## src/rtl/md5_pkg.sv

```systemverilog
// Shared widths, state encoding and target word addresses for the md5 search blocks.
package md5_pkg;

    localparam int MESG_W = 152;
    localparam int HASH_W = 128;
    localparam int WORD_W = 32;

    typedef enum logic [1:0] {
        ST_IDLE  = 2'd0,
        ST_ARMED = 2'd1,
        ST_FOUND = 2'd2
    } match_state_e;

    localparam logic [1:0] TGT_A = 2'd0;
    localparam logic [1:0] TGT_B = 2'd1;
    localparam logic [1:0] TGT_C = 2'd2;
    localparam logic [1:0] TGT_D = 2'd3;

endpackage

```

## src/rtl/md5_match_cmp.sv

```systemverilog
// Stage 1 of md5_match: registered 128-bit hash comparator plus message/index pipeline register.
module md5_match_cmp #(
    parameter int MESG_W = 152,
    parameter int CNT_W  = 32
) (
    input  logic                       clk_12mhz,
    input  logic                       reset,
    input  logic                       en,
    input  logic                       flush,
    input  logic                       armed,
    input  logic                       valid_in,
    input  logic [md5_pkg::WORD_W-1:0] a_in,
    input  logic [md5_pkg::WORD_W-1:0] b_in,
    input  logic [md5_pkg::WORD_W-1:0] c_in,
    input  logic [md5_pkg::WORD_W-1:0] d_in,
    input  logic [md5_pkg::HASH_W-1:0] target,
    input  logic [MESG_W-1:0]          m_in,
    input  logic [CNT_W-1:0]           idx_in,
    output logic                       valid_r,
    output logic                       eq_r,
    output logic [MESG_W-1:0]          mesg_r,
    output logic [CNT_W-1:0]           idx_r
);
    import md5_pkg::*;

    logic [HASH_W-1:0] hash_in;
    logic [3:0]        word_eq;
    logic              valid_q;
    logic              eq_q;
    logic [MESG_W-1:0] mesg_q;
    logic [CNT_W-1:0]  idx_q;

    assign hash_in = {a_in, b_in, c_in, d_in};

    generate
        for (genvar gi = 0; gi < 4; gi++) begin : g_word_cmp
            assign word_eq[gi] = (hash_in[gi*WORD_W +: WORD_W] == target[gi*WORD_W +: WORD_W]);
        end
    endgenerate

    // flush overrides the enable so a restart always discards an in-flight result
    always_ff @(posedge clk_12mhz) begin
        if (reset) begin
            valid_q <= 1'b0;
            eq_q    <= 1'b0;
            mesg_q  <= '0;
            idx_q   <= '0;
        end else begin
            if (en) begin
                valid_q <= valid_in & armed;
                eq_q    <= &word_eq;
                mesg_q  <= m_in;
                idx_q   <= idx_in;
            end
            if (flush) begin
                valid_q <= 1'b0;
            end
        end
    end

    assign valid_r = valid_q;
    assign eq_r    = eq_q;
    assign mesg_r  = mesg_q;
    assign idx_r   = idx_q;

endmodule

```

## src/rtl/md5_match.sv

```systemverilog
// Compares md5core results against a host-loaded target hash and latches the matching message.
// Optional MD5_MATCH_MULTI_EN: keep searching after a match, adding match_count and match_pulse.
module md5_match #(
    parameter int MESG_W = md5_pkg::MESG_W,
    parameter int CNT_W  = 32
) (
    input  logic                       clk_12mhz,
    input  logic                       reset,
    input  logic                       en,
    input  logic                       tgt_wr,
    input  logic [1:0]                 tgt_addr,
    input  logic [md5_pkg::WORD_W-1:0] tgt_data,
    input  logic                       start,
    input  logic                       clear,
    input  logic [md5_pkg::WORD_W-1:0] a_in,
    input  logic [md5_pkg::WORD_W-1:0] b_in,
    input  logic [md5_pkg::WORD_W-1:0] c_in,
    input  logic [md5_pkg::WORD_W-1:0] d_in,
    input  logic [MESG_W-1:0]          m_in,
    input  logic                       valid_in,
    output logic                       armed,
    output logic                       match_found,
    output logic [MESG_W-1:0]          match_mesg,
    output logic [CNT_W-1:0]           match_index,
    output logic [CNT_W-1:0]           hash_count
`ifdef MD5_MATCH_MULTI_EN
    ,
    output logic [15:0]                match_count,
    output logic                       match_pulse
`endif
);
    import md5_pkg::*;

    match_state_e      state_q, state_d;
    logic [HASH_W-1:0] target_q, target_d;
    logic [CNT_W-1:0]  hash_count_q, hash_count_d;
    logic [MESG_W-1:0] match_mesg_q, match_mesg_d;
    logic [CNT_W-1:0]  match_index_q, match_index_d;
    logic              restart;
    logic              take_match;
    logic              count_acc;
    logic              is_armed;
    logic              valid_r, eq_r;
    logic [MESG_W-1:0] mesg_r;
    logic [CNT_W-1:0]  idx_r;

    assign is_armed = (state_q == ST_ARMED);

    md5_match_cmp #(
        .MESG_W (MESG_W),
        .CNT_W  (CNT_W)
    ) u_cmp (
        .clk_12mhz (clk_12mhz),
        .reset     (reset),
        .en        (en),
        .flush     (restart),
        .armed     (is_armed),
        .valid_in  (valid_in),
        .a_in      (a_in),
        .b_in      (b_in),
        .c_in      (c_in),
        .d_in      (d_in),
        .target    (target_q),
        .m_in      (m_in),
        .idx_in    (hash_count_q),
        .valid_r   (valid_r),
        .eq_r      (eq_r),
        .mesg_r    (mesg_r),
        .idx_r     (idx_r)
    );

    // Target words are frozen while a search is running so the compare stays coherent
    always_comb begin
        target_d = target_q;
        if (tgt_wr && (state_q != ST_ARMED)) begin
            case (tgt_addr)
                TGT_A:   target_d[3*WORD_W +: WORD_W] = tgt_data;
                TGT_B:   target_d[2*WORD_W +: WORD_W] = tgt_data;
                TGT_C:   target_d[1*WORD_W +: WORD_W] = tgt_data;
                default: target_d[0*WORD_W +: WORD_W] = tgt_data;
            endcase
        end
    end

    // clear beats start, and start beats a pending stage-1 match
    always_comb begin
        state_d    = state_q;
        restart    = 1'b0;
        take_match = 1'b0;
        case (state_q)
            ST_IDLE: begin
                if (!clear && start) begin
                    state_d = ST_ARMED;
                    restart = 1'b1;
                end
            end
            ST_ARMED: begin
                if (clear) begin
                    state_d = ST_IDLE;
                end else if (start) begin
                    restart = 1'b1;
                end else if (en && valid_r && eq_r) begin
                    take_match = 1'b1;
`ifndef MD5_MATCH_MULTI_EN
                    state_d    = ST_FOUND;
`endif
                end
            end
            ST_FOUND: begin
                if (clear) begin
                    state_d = ST_IDLE;
                end else if (start) begin
                    state_d = ST_ARMED;
                    restart = 1'b1;
                end
            end
            default: state_d = ST_IDLE;
        endcase
    end

    // In first-match mode the result arriving on the FOUND transition is not counted
    always_comb begin
        count_acc = en && valid_in && is_armed && !start && !clear;
`ifndef MD5_MATCH_MULTI_EN
        if (take_match) begin
            count_acc = 1'b0;
        end
`endif
        hash_count_d = hash_count_q;
        if (restart) begin
            hash_count_d = '0;
        end else if (count_acc && (hash_count_q != '1)) begin
            hash_count_d = hash_count_q + CNT_W'(1);
        end

        match_mesg_d  = match_mesg_q;
        match_index_d = match_index_q;
        if (restart) begin
            match_mesg_d  = '0;
            match_index_d = '0;
        end else if (take_match) begin
            match_mesg_d  = mesg_r;
            match_index_d = idx_r;
        end
    end

    always_ff @(posedge clk_12mhz) begin
        if (reset) begin
            state_q       <= ST_IDLE;
            target_q      <= '0;
            hash_count_q  <= '0;
            match_mesg_q  <= '0;
            match_index_q <= '0;
        end else begin
            state_q       <= state_d;
            target_q      <= target_d;
            hash_count_q  <= hash_count_d;
            match_mesg_q  <= match_mesg_d;
            match_index_q <= match_index_d;
        end
    end

`ifdef MD5_MATCH_MULTI_EN
    logic        found_q, found_d;
    logic [15:0] match_count_q, match_count_d;
    logic        match_pulse_q;

    always_comb begin
        found_d       = found_q;
        match_count_d = match_count_q;
        if (restart || (state_d == ST_IDLE)) begin
            found_d = 1'b0;
        end else if (take_match) begin
            found_d = 1'b1;
        end
        if (restart) begin
            match_count_d = '0;
        end else if (take_match && (match_count_q != '1)) begin
            match_count_d = match_count_q + 16'(1);
        end
    end

    always_ff @(posedge clk_12mhz) begin
        if (reset) begin
            found_q       <= 1'b0;
            match_count_q <= '0;
            match_pulse_q <= 1'b0;
        end else begin
            found_q       <= found_d;
            match_count_q <= match_count_d;
            match_pulse_q <= take_match;
        end
    end

    assign match_found = found_q;
    assign match_count = match_count_q;
    assign match_pulse = match_pulse_q;
`else
    assign match_found = (state_q == ST_FOUND);
`endif

    assign armed       = is_armed;
    assign match_mesg  = match_mesg_q;
    assign match_index = match_index_q;
    assign hash_count  = hash_count_q;

endmodule

```

## config.mk

```make
export PLATFORM = sky130hd
export DESIGN_NAME = md5_match
export DESIGN_NICKNAME = d
export VERILOG_FILES = /design/src/rtl/md5_pkg.sv /design/src/rtl/md5_match_cmp.sv /design/src/rtl/md5_match.sv
export SDC_FILE = /design/constraint.sdc
export NUM_CORES = 1
export LEC_CHECK = 0
export CORE_MARGIN = 2
export CORE_UTILIZATION = 45
export DETAILED_ROUTE_END_ITERATION = 8
export PLACE_DENSITY_LB_ADDON = 0.3
export SYNTH_ARGS = -nofsm -noshare
export SYNTH_HDL_FRONTEND = slang
export SYNTH_HIERARCHICAL = 1
export SYNTH_SLANG_ARGS = --single-unit
export TNS_END_PERCENT = 30
```

## constraint.sdc

```tcl
create_clock -name clk_12mhz -period 3 [get_ports clk_12mhz]
set_clock_uncertainty 0.15 [all_clocks]
set_input_delay 0.6 -clock clk_12mhz [delete_from_list [all_inputs] [get_ports clk_12mhz]]
set_output_delay 0.6 -clock clk_12mhz [all_outputs]
set_load 0.02 [all_outputs]
```

==> qor_table.md, run 1 <==
| Quantity | Reported | Unit |
|:---|:---|:---|
| Area share of the leading cell type in the synthesized netlist | 0.519 | - |
| Launch point of the worst reg-to-reg path | state_q[1] | - |
| Area fraction in compound gates after synthesis | 0.106 | - |
| Fraction of final layout cells with drive strength greater than 1 | 0.0502 | - |
| Largest incremental delay on the critical path | 0.68 | ns |
| DRC violations left | 0 | - |
| Status | complete, no violations | - |
| Total number of vias | 18500 | - |
| Worst Hold Path Cells | 4 | - |
| Clock Sinks | 532 | - |
| Setup-violating endpoint count in the final report | 0 | - |
| Worst endpoint data arrival time | 1.99 | ns |
| Post-synthesis async set-or-reset flop share | 0 | - |
| Summed instance area of the synthesized netlist | 20500 | sq um |
| Post-detailed-placement half-perimeter wirelength | 46200 | um |
| Register-to-register setup slack | 0.51 | ns |
| Terminus of the critical flop-to-flop path | hash_count[25] | - |
| Initial core utilization | 0.454 | - |
| Final core utilization | 0.628 | - |
| Period utilisation layout | 0.913 | - |
| Root buffer cell | sky130_fd_sc_hd__clkbuf_16 | - |
| Global-route wire length before repair | 99100 | um |
| Launch instance of the worst min-delay path | en | - |
| Post-route ant nets | 0 | - |
| Dominant combinational cell family by area after synthesis | simple AND/OR/NAND/NOR gates | - |
| Clock transition at path regs | 0.06 | ns |
| Area Overhead vs Synth | 38.1 | % |
| Final Max Tran Viols | 0 | - |
| Met1 Wirelength | 25600 | um |
| Average vias per placed instance | 5.26 | - |
| RSZ-0062 raised after global routing | no | - |
| Startpoint class of the critical path | register | - |
| Horizontal extent of the die | 218 | um |
| Setup_tns | 0 | ns |
| Number of setup buffers added after CTS | 0 | - |
| Worst hold slack after final layout | 0.224 | ns |
| Total power divided by cell area | 544 | nW/um^2 |
| Mux share of post-synthesis cell area | 0.0912 | - |
| Synthesized Nets | 2721 | - |
| Worst slew margin | 0.379 | - |
| Mean instance size in the synthesized netlist | 8.57 | sq um |
| Via count of the first global-routing pass | 18100 | - |
| Deepest level of the CTS H-tree | 2 | - |
| Minimum period implied by the final worst setup slack | 2.74 | ns |
| Sequential share of the synthesized area | 0.519 | - |
| Worst-case hold path end point | u_cmp/valid_r | - |
| Number of buffers between clock root and the deepest sink | 3 | - |
| Tightest Pin Transition | 0.931 | ns |
| Flip-flop cell with the highest count after synthesis | sky130_fd_sc_hd__dfxtp_1 | - |
| Core box area | 45200 | sq um |
| Pin count of the biggest net entering global routing | 179 | - |
| Max cap viols | 0 | - |
| Clock latency reported for the late side of the worst-skew pair | 0.59 | ns |
| Last weighted congestion value of the routability-driven placer | 0.916 | - |
| Dominant cells by area after synthesis | sky130_fd_sc_hd__dfxtp_1 (52%), sky130_fd_sc_hd__nand2_1 (12%), sky130_fd_sc_hd__mux2i_1 (9.1%) | - |
| Number of clock buffers inserted by TritonCTS | 55 | - |
| Library cell occupying the most area in the post-synthesis netlist | sky130_fd_sc_hd__dfxtp_1 | - |
| Detailed Routing Iterations Pass 1 | 5 | - |
| Die ar. | 47300 | sq um |
| Initial antenna violation count | 19 | - |
| Parity-gate share of the synthesized area counting xor and xnor cells | 0.0431 | - |
| Sum of routed wire length over all layers | 66000 | um |
| Hold WC Path Type | in2reg | - |
| Critical-path cell with the highest stage delay | sky130_fd_sc_hd__clkdlybuf4s50_1 | - |
| Worst endpoint required time | 2.25 | ns |
| Total power consumption of the routed design | 15.4 | mW |
| Kind of end point of the critical path | primary output | - |
| Number of synthesized register bits | 532 | - |
| Clock tree from TritonCTS | yes | - |
| Layout Nets | 3198 | - |
| Count of different cell masters after synthesis | 60 | - |
| Synthesized netlist cell count | 2395 | - |
| Final hold violation count | 0 | - |
| WL met2 | 31600 | um |
| Grt ovf | 0 | - |
| Adder-cell share of the synthesized area | 0.00305 | - |
| Synthesis Warnings | 6 | - |
| Row count | 78 | - |
| Top routing layer in use | met5 | - |
| Worst R2R Path Depth | 7 | - |
| Top cell types by occurrence after synthesis | sky130_fd_sc_hd__nand2_1 (644), sky130_fd_sc_hd__dfxtp_1 (532), sky130_fd_sc_hd__a21oi_1 (341) | - |
| WS Path Type | reg2out | - |
| Chip height | 218 | um |
| Top fanout value on the critical path | 6 | - |
| Count of boundary I/O pins | 539 | - |
| Fraction of the mapped netlist area in simple logic gates | 0.199 | - |
| Count of hold buffers inserted by post-cts repair | 0 | - |
| Max frequency | 0.365 | GHz |
| Maximum vdd drop | 0.000405 | V |
| Port Buf Inserts | 538 | - |
| Number of instances resized during post-cts repair | 0 | - |
| Number of enable flip-flop cells after synthesis | 0 | - |
| Top-count cell post-synth | sky130_fd_sc_hd__nand2_1 | - |
| Static leakage power | 10.4 | nW |
| GRT Total Usage | 0.266 | - |
| Drt initial violations | 1326 | - |
| Routed wire length per instance | 18.7 | um |
| Met3 routed WL | 5400 | um |
| CP cell instances | inv_1 -> ha_1 -> clkdlybuf4s50_1 | - |
critical path, delay by kind of cell (launching register included):
kind | cells | cell delay [ns]
buffers and inverters | 2 | 0.77
flip-flops | 1 | 0.34
adder cells (fa/ha/maj) | 1 | 0.29
cell type report:
| cell class | instances | area (sq um) |
|---|---|---|
| antenna | 14 | 35.0 |
| timing repair buffer | 577 | 5900 |
| inverter | 36 | 135 |
| multi-input combinational | 1670 | 9120 |
| sequential | 532 | 10700 |
| clock inverter | 15 | 168 |
| clock buffer | 80 | 1600 |
| tap | 600 | 751 |
| fill | 3775 | 16800 |
placed cells by master, fill, tap and decap left out, types with 3 or more instances in the layout:
cell,Yosys,final
sky130_fd_sc_hd__a2111oi_0,3,3
sky130_fd_sc_hd__a21oi_1,341,341
sky130_fd_sc_hd__a22o_1,3,3
sky130_fd_sc_hd__and2b_1,3,3
sky130_fd_sc_hd__and3_1,6,5
sky130_fd_sc_hd__and4_1,3,3
sky130_fd_sc_hd__and4_4,3,3
sky130_fd_sc_hd__buf_12,0,17
sky130_fd_sc_hd__buf_4,1,22
sky130_fd_sc_hd__bufinv_16,0,3
sky130_fd_sc_hd__clkbuf_1,126,13
sky130_fd_sc_hd__clkbuf_16,0,56
sky130_fd_sc_hd__clkbuf_8,1,11
sky130_fd_sc_hd__clkdlybuf4s50_1,0,536
sky130_fd_sc_hd__clkinv_2,0,9
sky130_fd_sc_hd__dfxtp_1,532,532
sky130_fd_sc_hd__diode_2,0,14
sky130_fd_sc_hd__ha_1,5,5
sky130_fd_sc_hd__inv_1,36,36
sky130_fd_sc_hd__mux2i_1,187,187
sky130_fd_sc_hd__nand2_1,644,644
sky130_fd_sc_hd__nand3_1,14,13
sky130_fd_sc_hd__nand4_1,24,24
sky130_fd_sc_hd__nor2_1,193,192
sky130_fd_sc_hd__nor2b_1,7,7
sky130_fd_sc_hd__nor3_1,5,4
sky130_fd_sc_hd__nor4_1,18,18
sky130_fd_sc_hd__o21ai_0,13,13
sky130_fd_sc_hd__o221ai_1,3,3
sky130_fd_sc_hd__o22ai_1,9,9
sky130_fd_sc_hd__o2bb2ai_1,5,5
sky130_fd_sc_hd__o31ai_1,14,14
sky130_fd_sc_hd__or2_2,4,3
sky130_fd_sc_hd__or3_1,14,14
sky130_fd_sc_hd__or4_1,18,18
sky130_fd_sc_hd__xnor2_1,44,44
sky130_fd_sc_hd__xor2_1,57,57
power breakdown:
part,internal [mW],switching (mW)
Clock,3.93,2.79
Combinational,0.700,0.642
Sequential,7.25,0.114
sequential cells by signal, indices dropped and copies added, names as in the netlist:
signal and count:
target_q 128, match_mesg 152, u_cmp/eq_r 1, u_cmp/valid_r 1, u_cmp/mesg_r 152, hash_count 32, match_index 32, state_q 2
u_cmp/idx_r 32
routing by layer:
| layer | global-route usage | vias to the layer above |
|---|---|---|
| met5 | 0 | - |
| met4 | 0.147 | 12 |
| met3 | 0.0649 | 184 |
| met2 | 0.445 | 756 |
| met1 | 0.314 | 8677 |
| li1 | - | 8915 |
stage by stage:
step / area, sq um / worst slack (ns) / std cells
4_1_cts: 28300 / 0.215 / 3510
3_3_place_gp: 26600 / 0.173 / 3415
3_5_place_dp: 26600 / 0.159 / 3415
2_1_floorplan: 20500 / 0.652 / 2395
5_1_grt: 28400 / 0.150 / 3521
6_report: 28400 / 0.261 / 3524
how the worst max path moves through the flow:
stage	slack (ns)	from	endpoint
after floorplan	0.65	state_q[1]	hash_count[25]
after global placement	0.17	clear	hash_count[29]
after detailed placement	0.16	clear	hash_count[25]
after CTS	0.22	state_q[1]	armed
after global routing	0.15	state_q[1]	armed
final	0.26	state_q[1]	armed
kinds of logic (layout without fill, tap and decap cells):
| family | Yosys count | after routing |
|---|---|---|
| other | 0 | 14 |
| DFF | 532 | 532 |
| muxes | 187 | 187 |
| xor gates and xnor gates | 101 | 101 |
| AOI/OAI and AO/OA | 404 | 404 |
| adders and majority gates | 5 | 5 |
| buffers and inverters | 193 | 708 |
| and+or+nand+nor | 973 | 973 |
Power figures use the tool's default switching activity.
==> run 2: changes to the inputs <==
Settings changed: CORE_MARGIN 2 to not set.
==> qor_table.md, run 2 (synthesis results as in run 1) <==
| Quantity | Reported | Unit |
|:---|:---|:---|
| Setup-violating endpoint count in the final report | 0 | - |
| Fraction of final layout cells with drive strength greater than 1 | 0.0465 | - |
| Count of hold buffers inserted by post-cts repair | 0 | - |
| Post-route ant nets | 0 | - |
| Deepest level of the CTS H-tree | 2 | - |
| RSZ-0062 raised after global routing | no | - |
| Die ar. | 46500 | sq um |
| Port Buf Inserts | 538 | - |
| DRC violations left | 0 | - |
| First element of the critical path | state_q[1] | - |
| Number of clock buffers inserted by TritonCTS | 55 | - |
| Minimum period implied by the final worst setup slack | 2.73 | ns |
| Final core utilization | 0.630 | - |
| Max cap viols | 0 | - |
| FF/Latch Area | 10700 | sq um |
| Kind of end point of the critical path | primary output | - |
| Final setup margin | 0.269 | ns |
| Startpoint class of the critical path | register | - |
| Row count | 77 | - |
| Launch point of the worst reg-to-reg path | state_q[1] | - |
| Fillcell total | 3758 | - |
| Launch instance of the worst min-delay path | reset | - |
| Clock tree from TritonCTS | yes | - |
| Drt initial violations | 1391 | - |
| Area Overhead vs Synth | 36.9 | % |
| Placed insts | 3407 | - |
| Status | complete, no violations | - |
| Most frequent cells in the layout | sky130_fd_sc_hd__nand2_1 (644), sky130_fd_sc_hd__clkdlybuf4s50_1 (536), sky130_fd_sc_hd__dfxtp_1 (532), sky130_fd_sc_hd__a21oi_1 (341), sky130_fd_sc_hd__nor2_1 (192) | - |
| CP cell instances | inv_1 -> ha_1 -> clkdlybuf4s50_1 | - |
| Number of setup buffers added after CTS | 0 | - |
| Critical-path cell with the highest stage delay | sky130_fd_sc_hd__clkdlybuf4s50_1 | - |
| Tightest Pin Transition | 0.847 | ns |
| Chip height | 216 | um |
| Largest incremental delay on the critical path | 0.69 | ns |
| Clock latency reported for the late side of the worst-skew pair | 0.60 | ns |
| Sum of routed wire length over all layers | 65500 | um |
| Number of instances resized during post-cts repair | 0 | - |
| Period utilisation layout | 0.910 | - |
| Worst hold slack after final layout | 0.229 | ns |
| Most common library cell in the layout ignoring fill and taps | sky130_fd_sc_hd__nand2_1 | - |
| Worst setup timing slack at the placement stage | 0.164 | ns |
| Hold WC Path Type | in2reg | - |
| Max frequency | 0.366 | GHz |
| Grt ovf | 0 | - |
| Initial core utilization | 0.460 | - |
| Core box area | 44600 | sq um |
| Count of boundary I/O pins | 539 | - |
| Final Max Tran Viols | 0 | - |
| Maximum vdd drop | 0.000411 | V |
| Setup_tns | 0 | ns |
| Post-detailed-placement half-perimeter wirelength | 46300 | um |
| Static leakage power | 10.3 | nW |
| Last weighted congestion value of the routability-driven placer | 0.914 | - |
| Horizontal extent of the die | 216 | um |
| Total power consumption of the routed design | 15.0 | mW |
| Area of all placed cells without fillers | 28100 | sq um |
| Total power divided by cell area | 534 | nW/um^2 |
| WS Path Type | reg2out | - |
| Detailed Routing Iterations Pass 1 | 5 | - |
| Clock Sinks | 532 | - |
| Average vias per placed instance | 5.26 | - |
| Routed wire length per instance | 18.7 | um |
| Total number of vias | 18400 | - |
| Via count of the first global-routing pass | 18200 | - |
| Worst endpoint data arrival time | 1.98 | ns |
| Number of buffers between clock root and the deepest sink | 3 | - |
| Pin count of the biggest net entering global routing | 131 | - |
| Clock transition at path regs | 0.06 | ns |
| Area of the multi-input gates | 9120 | sq um |
| Final hold violation count | 0 | - |
| Standard cell area after detailed placement | 26500 | sq um |
| Count of non-filler cells in the finished layout | 3506 | - |
| Initial antenna violation count | 9 | - |
| GRT Total Usage | 0.273 | - |
| Root buffer cell | sky130_fd_sc_hd__clkbuf_16 | - |
| Top fanout value on the critical path | 6 | - |
| Global-route wire length before repair | 101000 | um |
| Worst slew margin | 0.436 | - |
| Worst endpoint required time | 2.25 | ns |
| Layout Nets | 3198 | - |
==> run 2: cell types whose count changed in the layout (fill, tap and decap cells not counted), moves of 4 or more <==
cell	previous run	this run
sky130_fd_sc_hd__buf_4	22	29
sky130_fd_sc_hd__clkbuf_1	13	20
sky130_fd_sc_hd__diode_2	14	8
sky130_fd_sc_hd__clkinv_2	9	4
sky130_fd_sc_hd__clkbuf_8	11	7
sky130_fd_sc_hd__buf_12	17	10
==> run 2: layout make-up <==
class                      instances  area share
sequential                       532       0.379
multi-input combinational       1670       0.324
timing repair buffer             577       0.207
clock buffer                      83      0.0559
tap                              592      0.0263
inverter                          36     0.00481
clock inverter                     8     0.00214
antenna                            8    0.000712
==> run 2: worst max-delay path: cells and delay by family (launching register included) <==
kind       cells  cell delay [ns]
buf+inv        2             0.78
fa+ha+maj      1             0.28
flops          1             0.34
==> run 2: final timing paths <==
path / endpoint / slack [ns] / cells past startpoint
max reg2reg: hash_count[25] / 0.53 / 7
min reg2reg: match_mesg[147] / 0.29 / 2
max: armed / 0.27 / 3
min: u_cmp/idx_r[17] / 0.23 / 2
==> run 2: layer usage <==
| layer | wire, um | global-route usage | share of wire | up-vias |
|---|---|---|---|---|
| met4 | 2610 | 0.122 | 0.040 | 4 |
| met2 | 31200 | 0.457 | 0.48 | 710 |
| met1 | 26700 | 0.335 | 0.41 | 8674 |
| met3 | 4950 | 0.0589 | 0.076 | 136 |
| met5 | 34 | 0 | 0.00052 | - |
| li1 | - | - | - | 8901 |
==> run 2: where the power goes <==
part / total (mW) / internal (mW) / switching (mW)
sequential: 7.36 / 7.25 / 0.111
combinational: 1.32 / 0.679 / 0.639
clock: 6.34 / 3.58 / 2.76
total: 15.0 / 11.5 / 3.51
